==> config.mk <==
export PLATFORM = sky130hd
export DESIGN_NAME = song_sequencer
export DESIGN_NICKNAME = d
export VERILOG_FILES = /design/src/rtl/song_sequencer.sv
export SDC_FILE = /design/constraint.sdc
export NUM_CORES = 1
export LEC_CHECK = 0
export BUFFER_PORTS_ARGS = -buffer_cell sky130_fd_sc_hd__buf_2
export CAP_MARGIN = 20
export CORE_MARGIN = 2
export CORE_UTILIZATION = 52
export DETAILED_ROUTE_END_ITERATION = 7
export HOLD_SLACK_MARGIN = 0.12
export PLACE_DENSITY_LB_ADDON = 0.3
export SLEW_MARGIN = 20
export SYNTH_ARGS = -nofsm -noshare
export SYNTH_HDL_FRONTEND = slang
export SYNTH_SLANG_ARGS = --single-unit
==> constraint.sdc <==
create_clock -name CLK -period 2.66 [get_ports CLK]
set_clock_uncertainty 0.15 [all_clocks]
set_input_delay 0.399 -clock CLK [delete_from_list [all_inputs] [get_ports CLK]]
set_output_delay 0.399 -clock CLK [all_outputs]
set_load 0.005 [all_outputs]
==> src/rtl/song_sequencer.sv <==
// Music-box playback controller: walks note ROM addresses, paces notes from the 100 Hz tick,
// and gates the tone output. Optional macro REPEAT_ONE_EN makes end-of-song replay the same song.
module song_sequencer #(
    parameter int SONG_W     = 2,
    parameter int OFF_W      = 5,
    parameter int NOTE_TICKS = 25,
    parameter int END_CODE   = 15,
    parameter int REST_CODE  = 0
) (
    input  logic                    CLK,
    input  logic                    RST,
    input  logic                    tick,
    input  logic                    cmd_valid,
    input  logic [1:0]              cmd,
    input  logic [3:0]              rom_index,
    output logic [SONG_W+OFF_W-1:0] rom_addr,
    output logic [SONG_W-1:0]       song_sel,
    output logic [1:0]              state,
    output logic                    tone_en,
    output logic                    song_done
);

    localparam int CNT_W = (NOTE_TICKS > 1) ? $clog2(NOTE_TICKS) : 1;
    localparam logic [CNT_W-1:0] CNT_LAST = CNT_W'(NOTE_TICKS - 1);
    localparam logic [3:0] END_IDX  = 4'(END_CODE);
    localparam logic [3:0] REST_IDX = 4'(REST_CODE);

    typedef enum logic [1:0] {
        ST_IDLE  = 2'b00,
        ST_PLAY  = 2'b01,
        ST_PAUSE = 2'b10
    } state_e;

    state_e              state_q, state_d;
    logic [SONG_W-1:0]   song_q, song_d;
    logic [OFF_W-1:0]    offset_q, offset_d;
    logic [CNT_W-1:0]    cnt_q, cnt_d;
    logic                tone_en_q, tone_en_d;
    logic                song_done_q, song_done_d;
    logic                eos;

    // Handshake: cmd is sampled only in a cycle where cmd_valid is high; there is no ready,
    // every strobe is consumed in its own cycle and outranks end-of-song and tick.
    always_comb begin
        state_d     = state_q;
        song_d      = song_q;
        offset_d    = offset_q;
        cnt_d       = cnt_q;
        song_done_d = 1'b0;
        eos         = 1'b0;
        tone_en_d   = (state_q == ST_PLAY) && (rom_index != REST_IDX) && (rom_index != END_IDX);

        if (cmd_valid) begin
            unique case (cmd)
                2'b00: begin
                    unique case (state_q)
                        ST_IDLE: begin
                            state_d = ST_PLAY;
                            cnt_d   = '0;
                        end
                        ST_PLAY:  state_d = ST_PAUSE;
                        ST_PAUSE: state_d = ST_PLAY;
                        default:  state_d = ST_IDLE;
                    endcase
                end
                2'b01: begin
                    song_d   = song_q + SONG_W'(1);
                    offset_d = '0;
                    cnt_d    = '0;
                end
                2'b10: begin
                    song_d   = song_q - SONG_W'(1);
                    offset_d = '0;
                    cnt_d    = '0;
                end
                default: begin
                    state_d  = ST_IDLE;
                    offset_d = '0;
                    cnt_d    = '0;
                end
            endcase
        end else if (state_q == ST_PLAY) begin
            if (rom_index == END_IDX) begin
                eos = 1'b1;
            end else if (tick) begin
                if (cnt_q == CNT_LAST) begin
                    cnt_d = '0;
                    // Running off the end of the song window counts as end-of-song.
                    if (offset_q == '1) begin
                        eos = 1'b1;
                    end else begin
                        offset_d = offset_q + OFF_W'(1);
                    end
                end else begin
                    cnt_d = cnt_q + CNT_W'(1);
                end
            end
        end

        if (eos) begin
`ifdef REPEAT_ONE_EN
            song_d = song_q;
`else
            song_d = song_q + SONG_W'(1);
`endif
            offset_d    = '0;
            cnt_d       = '0;
            song_done_d = 1'b1;
        end
    end

    always_ff @(posedge CLK or posedge RST) begin
        if (RST) begin
            state_q     <= ST_IDLE;
            song_q      <= '0;
            offset_q    <= '0;
            cnt_q       <= '0;
            tone_en_q   <= 1'b0;
            song_done_q <= 1'b0;
        end else begin
            state_q     <= state_d;
            song_q      <= song_d;
            offset_q    <= offset_d;
            cnt_q       <= cnt_d;
            tone_en_q   <= tone_en_d;
            song_done_q <= song_done_d;
        end
    end

    assign rom_addr  = {song_q, offset_q};
    assign song_sel  = song_q;
    assign state     = state_q;
    assign tone_en   = tone_en_q;
    assign song_done = song_done_q;

endmodule

==> results of run 1 <==
-- registers in the layout, summed over array words and instances, names as in the netlist --
name,cells
tone_en,1
song_done,1
offset_q,5
cnt_q,5
state,2
song_sel,2
-- placed cells by master, fill, tap and decap left out, types with 2 or more instances in the layout --
| cell | netlist | final |
|---|---|---|
| nand2_1 | 13 | 13 |
| ha_1 | 7 | 7 |
| xor2_1 | 2 | 2 |
| dfrtp_1 | 16 | 16 |
| nand4b_1 | 2 | 2 |
| o21ai_1 | 3 | 3 |
| o21ai_0 | 8 | 8 |
| o22ai_1 | 2 | 2 |
| nand3_1 | 3 | 3 |
| a21oi_1 | 4 | 4 |
| clkbuf_4 | 0 | 3 |
| nand2b_1 | 2 | 2 |
| buf_2 | 0 | 22 |
| or2b_2 | 2 | 2 |
| nand3b_1 | 2 | 2 |
| inv_1 | 7 | 7 |
| nor2_1 | 6 | 6 |
-- where the power goes --
part / switching, uW / internal [uW]
sequential: 33.8 / 272
combinational: 70.0 / 68.6
clock: 70.8 / 52.5
-- kinds of logic (layout without fill, tap and decap cells) --
logic type,count (synthesis),in the layout,synth area share (%)
and+or+nand+nor,39,39,22.0
AOI/OAI and AO/OA,29,29,20.1
DFF,16,16,41.1
buffers and inverters,10,33,5.01
adders and majority gates,7,7,9.00
xor gates and xnor gates,2,2,1.80
muxes,1,1,1.03
-- worst max path at each step --
stage                            from     endpoint  cells past startpoint
after floorplan           offset_q[0]  offset_q[3]                      8
after global placement    offset_q[0]  offset_q[3]                      8
after detailed placement  offset_q[0]  offset_q[3]                      8
after CTS                 offset_q[0]  offset_q[3]                      8
after global routing      offset_q[0]  offset_q[3]                      8
final                     offset_q[0]  offset_q[3]                      8
-- layer usage --
layer	GRT usage [%]	share of wire, %	vias to the layer above
li1	-	-	422
met1	24.2	46	401
met2	32.7	50	20
met3	2.31	3.5	5
met4	6.67	1.1	0
met5	0	0	-
-- timing repair --
action                    in CTS  in global routing
hold buffers                   1                  0
hold endpoints to repair      16                  0
gates resized for setup        0                  0
-- layout make-up --
class | instances | area [sq um]
Clock buffer | 3 | 22.5
Sequential cell | 16 | 400
Multi-Input combinational cell | 78 | 524
Fill cell | 153 | 621
Tap cell | 25 | 31.3
Timing Repair Buffer | 23 | 120
Inverter | 7 | 26.3
-- per-stage QoR --
step                      setup WS (ns)  instances  hold slack (ns)
after floorplan                   0.671        104            0.163
after global placement            0.565        148            0.322
after detailed placement          0.530        148            0.332
after CTS                         0.513        152            0.314
after global routing              0.365        152            0.331
final                             0.514        152            0.320
-- critical path, cell delays in order, from the launching register on --
cell,delay (ns)
dfrtp_1,0.43
ha_1,0.24
and3_1,0.19
ha_1,0.20
a41o_1,0.23
a21oi_1,0.20
o2111ai_1,0.15
a21oi_1,0.17
o22ai_1,0.09
==> flow_summary.ini, run 1 <==
[synthesis]
async_flop_share_pct = 100
synth_nets = 121
yosysMostFrequentCell = dfrtp_1
yosys_warnings = 0
synth_top_cell_by_area = dfrtp_1
syn_area_per_cell_sq_um = 9.36
yosysSeqAreaShare_pct = 41.1
synth_area_sq_um = 973
synth_cell_types = 38
yosysTopAreaCellShare_pct = 41.1
synth_ff_type = dfrtp_1
netlist_top_cells_area = dfrtp_1, ha_1, nand2_1, o21ai_0, inv_1
ys_ff_latch = 16
synth_edf_count = 0
netlist_instances = 104
synthTopCellsByCount = dfrtp_1, nand2_1, o21ai_0, ha_1, inv_1

[outcome]
outcome = finished clean

[drt]
avgViaCountPerCell = 5.58
routedWlPerCell_microns = 12.1
drt_iter0_drc = 15
num_vias = 848
drc = 0
first_pass_iters = 4
wl_mm = 1.84
ant_nets = 0

[cells_and_area]
final_area_sq_um = 1120
final_util_pct = 64.4
finalNetCount = 146
diodes = 0
area_growth_pct = 15.6
drive_above_1_share_pct = 26.0

[power]
p_per_area_nw_per_um2 = 505
peakVddDrop_uv = 431
p_leak_uw = 0.000565
finalPower_uw = 568

[setup_path]
worst_ep_arrival_time_ns = 2.16
worstSetupEndpointType = flip-flop
cp-start-kind = flip-flop
r2r_start = offset_q[0]
cp.required_ns = 2.68
cp_max_fo = 5
reg2reg_to = offset_q[3]
reg2reg_depth = 8
reg2reg_slack_ns = 0.51
crit_type = reg -> reg

[sta]
slew_headroom_pct = 59.5
post-route-min-period_ns = 2.15
setup_viol = 0
period_share_pct = 80.7
rsz0062_at_grt = false
finalSetupTns_ns = 0
finalMaxSlewViolations = 0
hold_viol = 0
fmax_mhz = 466
worstMarginPinSlew_ns = 0.607

[cts]
cts_tree = yes
clkSlewWorstSetupHoldPaths_ns = 0.09
cts-root-buf = clkbuf_4
clk_path_buf_depth = 2
cts.sinks = 16
post_cts_buffers = 0
numCtsBuffers = 3
clk_latency_ns = 0.28
cts_max_level = 1

[job]
maxCapViolCount = 0

[grt]
grt_usage_pct = 19.0
overflow = 0
antenna_found_initial = 0
grt_max_degree = 17
first_global_vias = 719
grt_pass1_wl_mm = 3.01

[die]
std_cell_rows = 15
ioPinCount = 23
die_w_microns = 47.3
die_h_microns = 47.3
start_util_pct = 55.8
die-area_sq_um = 2230
core-area_sq_um = 1750

[worst_hold_path]
whs_endpoint = state[0]
hp-class = in -> reg
worstHoldStart = cmd_valid
worstHoldPathCells = 3

[placed_design]
place_congestion = 0.865
portBuffers = 22
dp_hpwl_mm = 1.48
dpl_cell_area_sq_um = 1090
Power figures use the tool's default switching activity.
==> run 2: changes to the inputs <==
==> constraint.sdc (replaced) <==
create_clock -name CLK -period 2 [get_ports CLK]
set_clock_uncertainty 0.15 [all_clocks]
set_input_delay 0.3 -clock CLK [delete_from_list [all_inputs] [get_ports CLK]]
set_output_delay 0.3 -clock CLK [all_outputs]
set_load 0.005 [all_outputs]
==> run 2 against run 1 <==
Critical path depth unchanged. Via count increased by 11%. Combinational power increased by 46%. Global-route usage increased by 4.0 points. Sequential power increased by 33%. Die area unchanged. Power increased by 46%. Highest routed layer unchanged. Utilization increased by 7.7 points. Hold slack got worse by 0.072 ns. Maximum frequency increased by 8.8%. Routed wire length increased by 28%. Clock-buffer cell count increased by 1.
==> flow_summary.ini, run 2 (synthesis results as in run 1) <==
[setup_path]
reg2reg_slack_ns = 0.03
cp.required_ns = 2.03
cp-start-kind = flip-flop
crit_type = reg -> reg
cp_common_cell = a21oi_2
r2r_start = offset_q[0]
worst_path_largest_cell_delay_ns = 0.40
reg2reg_depth = 8
worstSetupEndpointType = flip-flop
path_delay_family = compound AO/OA/AOI/OAI gates
crit_buf_inv = 0
cp_max_fo = 2
crit_slowest_cell = dfrtp_1
reg2reg_to = offset_q[3]
worst_ep_arrival_time_ns = 2.00
path_cells = ha_2 > and3_4 > ha_4 > a41o_1 > a21oi_2 > o2111ai_2 > a21oi_2 > o22ai_1

[placed_design]
dpl_cell_area_sq_um = 1130
portBuffers = 22
place_congestion = 0.872
dp_hpwl_mm = 1.57

[drt]
drc = 0
routedWlPerCell_microns = 14.6
wl_mm = 2.35
ant_nets = 0
drt_iter0_drc = 32
avgViaCountPerCell = 5.83
first_pass_iters = 4
num_vias = 939

[sta]
fmax_mhz = 507
hold_viol = 0
slew_headroom_pct = 58.2
hold_slack_ns = 0.248
setup_viol = 0
rsz0062_at_grt = true
worstMarginPinSlew_ns = 0.627
finalMaxSlewViolations = 0
period_share_pct = 98.7
post-route-min-period_ns = 1.97

[grt]
busiest_layer = met2
first_global_vias = 840
grt_util_met2_pct = 40.5
overflow = 0
grtUsageMet3_pct = 3.85
grt_max_degree = 17
antenna_found_initial = 0
grt_usage_pct = 23.0
grt_pass1_wl_mm = 3.56
use_met1_pct = 26.8

[outcome]
outcome = finished clean

[die]
die_w_microns = 47.3
core-area_sq_um = 1750
ioPinCount = 23
start_util_pct = 55.8
std_cell_rows = 15
die_h_microns = 47.3
die-area_sq_um = 2230

[cells_and_area]
drive_above_1_share_pct = 40.4
final_cell_mix = buf_2, dfrtp_1, nand2_1
largest_registers = cnt_q (5), offset_q (5)
final_common_cell = buf_2
multiInputGateArea_sq_um = 586
area_growth_pct = 29.4
final_area_sq_um = 1260
nFillCells = 132
diodes = 0
final_util_pct = 72.2
finalNetCount = 154
seqCellArea_sq_um = 400

[power]
p_per_area_nw_per_um2 = 658
peakVddDrop_uv = 618
finalPower_uw = 829
p_leak_uw = 0.000607

[cts]
clk_path_buf_depth = 2
clkSlewWorstSetupHoldPaths_ns = 0.10
cts_tree = yes
clk_latency_ns = 0.29
cts-root-buf = clkbuf_4
cts_max_level = 1
cts.sinks = 16
numCtsBuffers = 3

[worst_hold_path]
worstHoldPathCells = 3
worstHoldStart = cmd_valid
hp-class = in -> reg
whs_endpoint = state[0]

[job]
maxCapViolCount = 0
## run 2: changes by cell type in the layout (fill, tap and decap cells not counted), moves of 2 or more
cell	previous run	this run
a21oi_1	4	2
a21oi_2	0	2
buf_4	0	8
ha_1	7	5
nor2_1	6	3
nor2_2	0	3
o21ai_0	8	4
o21ai_1	3	6
## run 2: timing repair
| item | CTS | global route |
|---|---|---|
| endpoints found under the hold margin | 16 | 0 |
| buffers inserted | 1 | 2 |
| gates resized for setup | 5 | 13 |
| pin swaps | 3 | 6 |
| endpoints found under the setup margin | 4 | 9 |
| hold buffers | 1 | 0 |
## run 2: layout make-up
class	instances	share of cell area [%]
Clock buffer	4	2.88
Inverter	7	2.09
Multi-Input combinational cell	78	46.5
Sequential cell	16	31.8
Tap cell	25	2.48
Timing Repair Buffer	31	14.3
## run 2: tightest hold or removal path: cells and delay by family
family,cells,cell delay [ns]
buf+inv,1,0.16
simple gates,1,0.12
compound gates,1,0.07
## run 2: how the worst max path moves through the flow
| stage | startpoint | to | slack, ns | depth (start not counted) |
|---|---|---|---|---|
| finish | offset_q[0] | offset_q[3] | 0.03 | 8 |
| global route | offset_q[0] | offset_q[3] | -0.09 | 8 |
| CTS | offset_q[0] | offset_q[3] | 0.01 | 8 |
| detailed placement | offset_q[0] | offset_q[3] | -0.04 | 8 |
| global placement | offset_q[0] | offset_q[3] | 0.04 | 8 |
| floorplan | offset_q[0] | offset_q[3] | 0.01 | 8 |
## run 2: metal layers
| metal | part of all wire (%) | up-vias |
|---|---|---|
| li1 | - | 440 |
| met5 | 0 | - |
| met1 | 41 | 446 |
| met3 | 6.0 | 11 |
| met2 | 51 | 42 |
| met4 | 1.8 | 0 |
## run 2: power breakdown
group	switching, uW	total (uW)	internal [uW]
sequential	44.9	407	362
clock	108	219	111
combinational	105	203	98.0
## run 2: through the flow
step	worst slack (ns)	TNS [ns]	instances
detailed placement	-0.0443	-0.0597	153
finish	0.0268	0	161
CTS	0.0109	0	159
floorplan	0.0106	0	104
global route	-0.0860	-0.136	161
global placement	0.0389	0	153
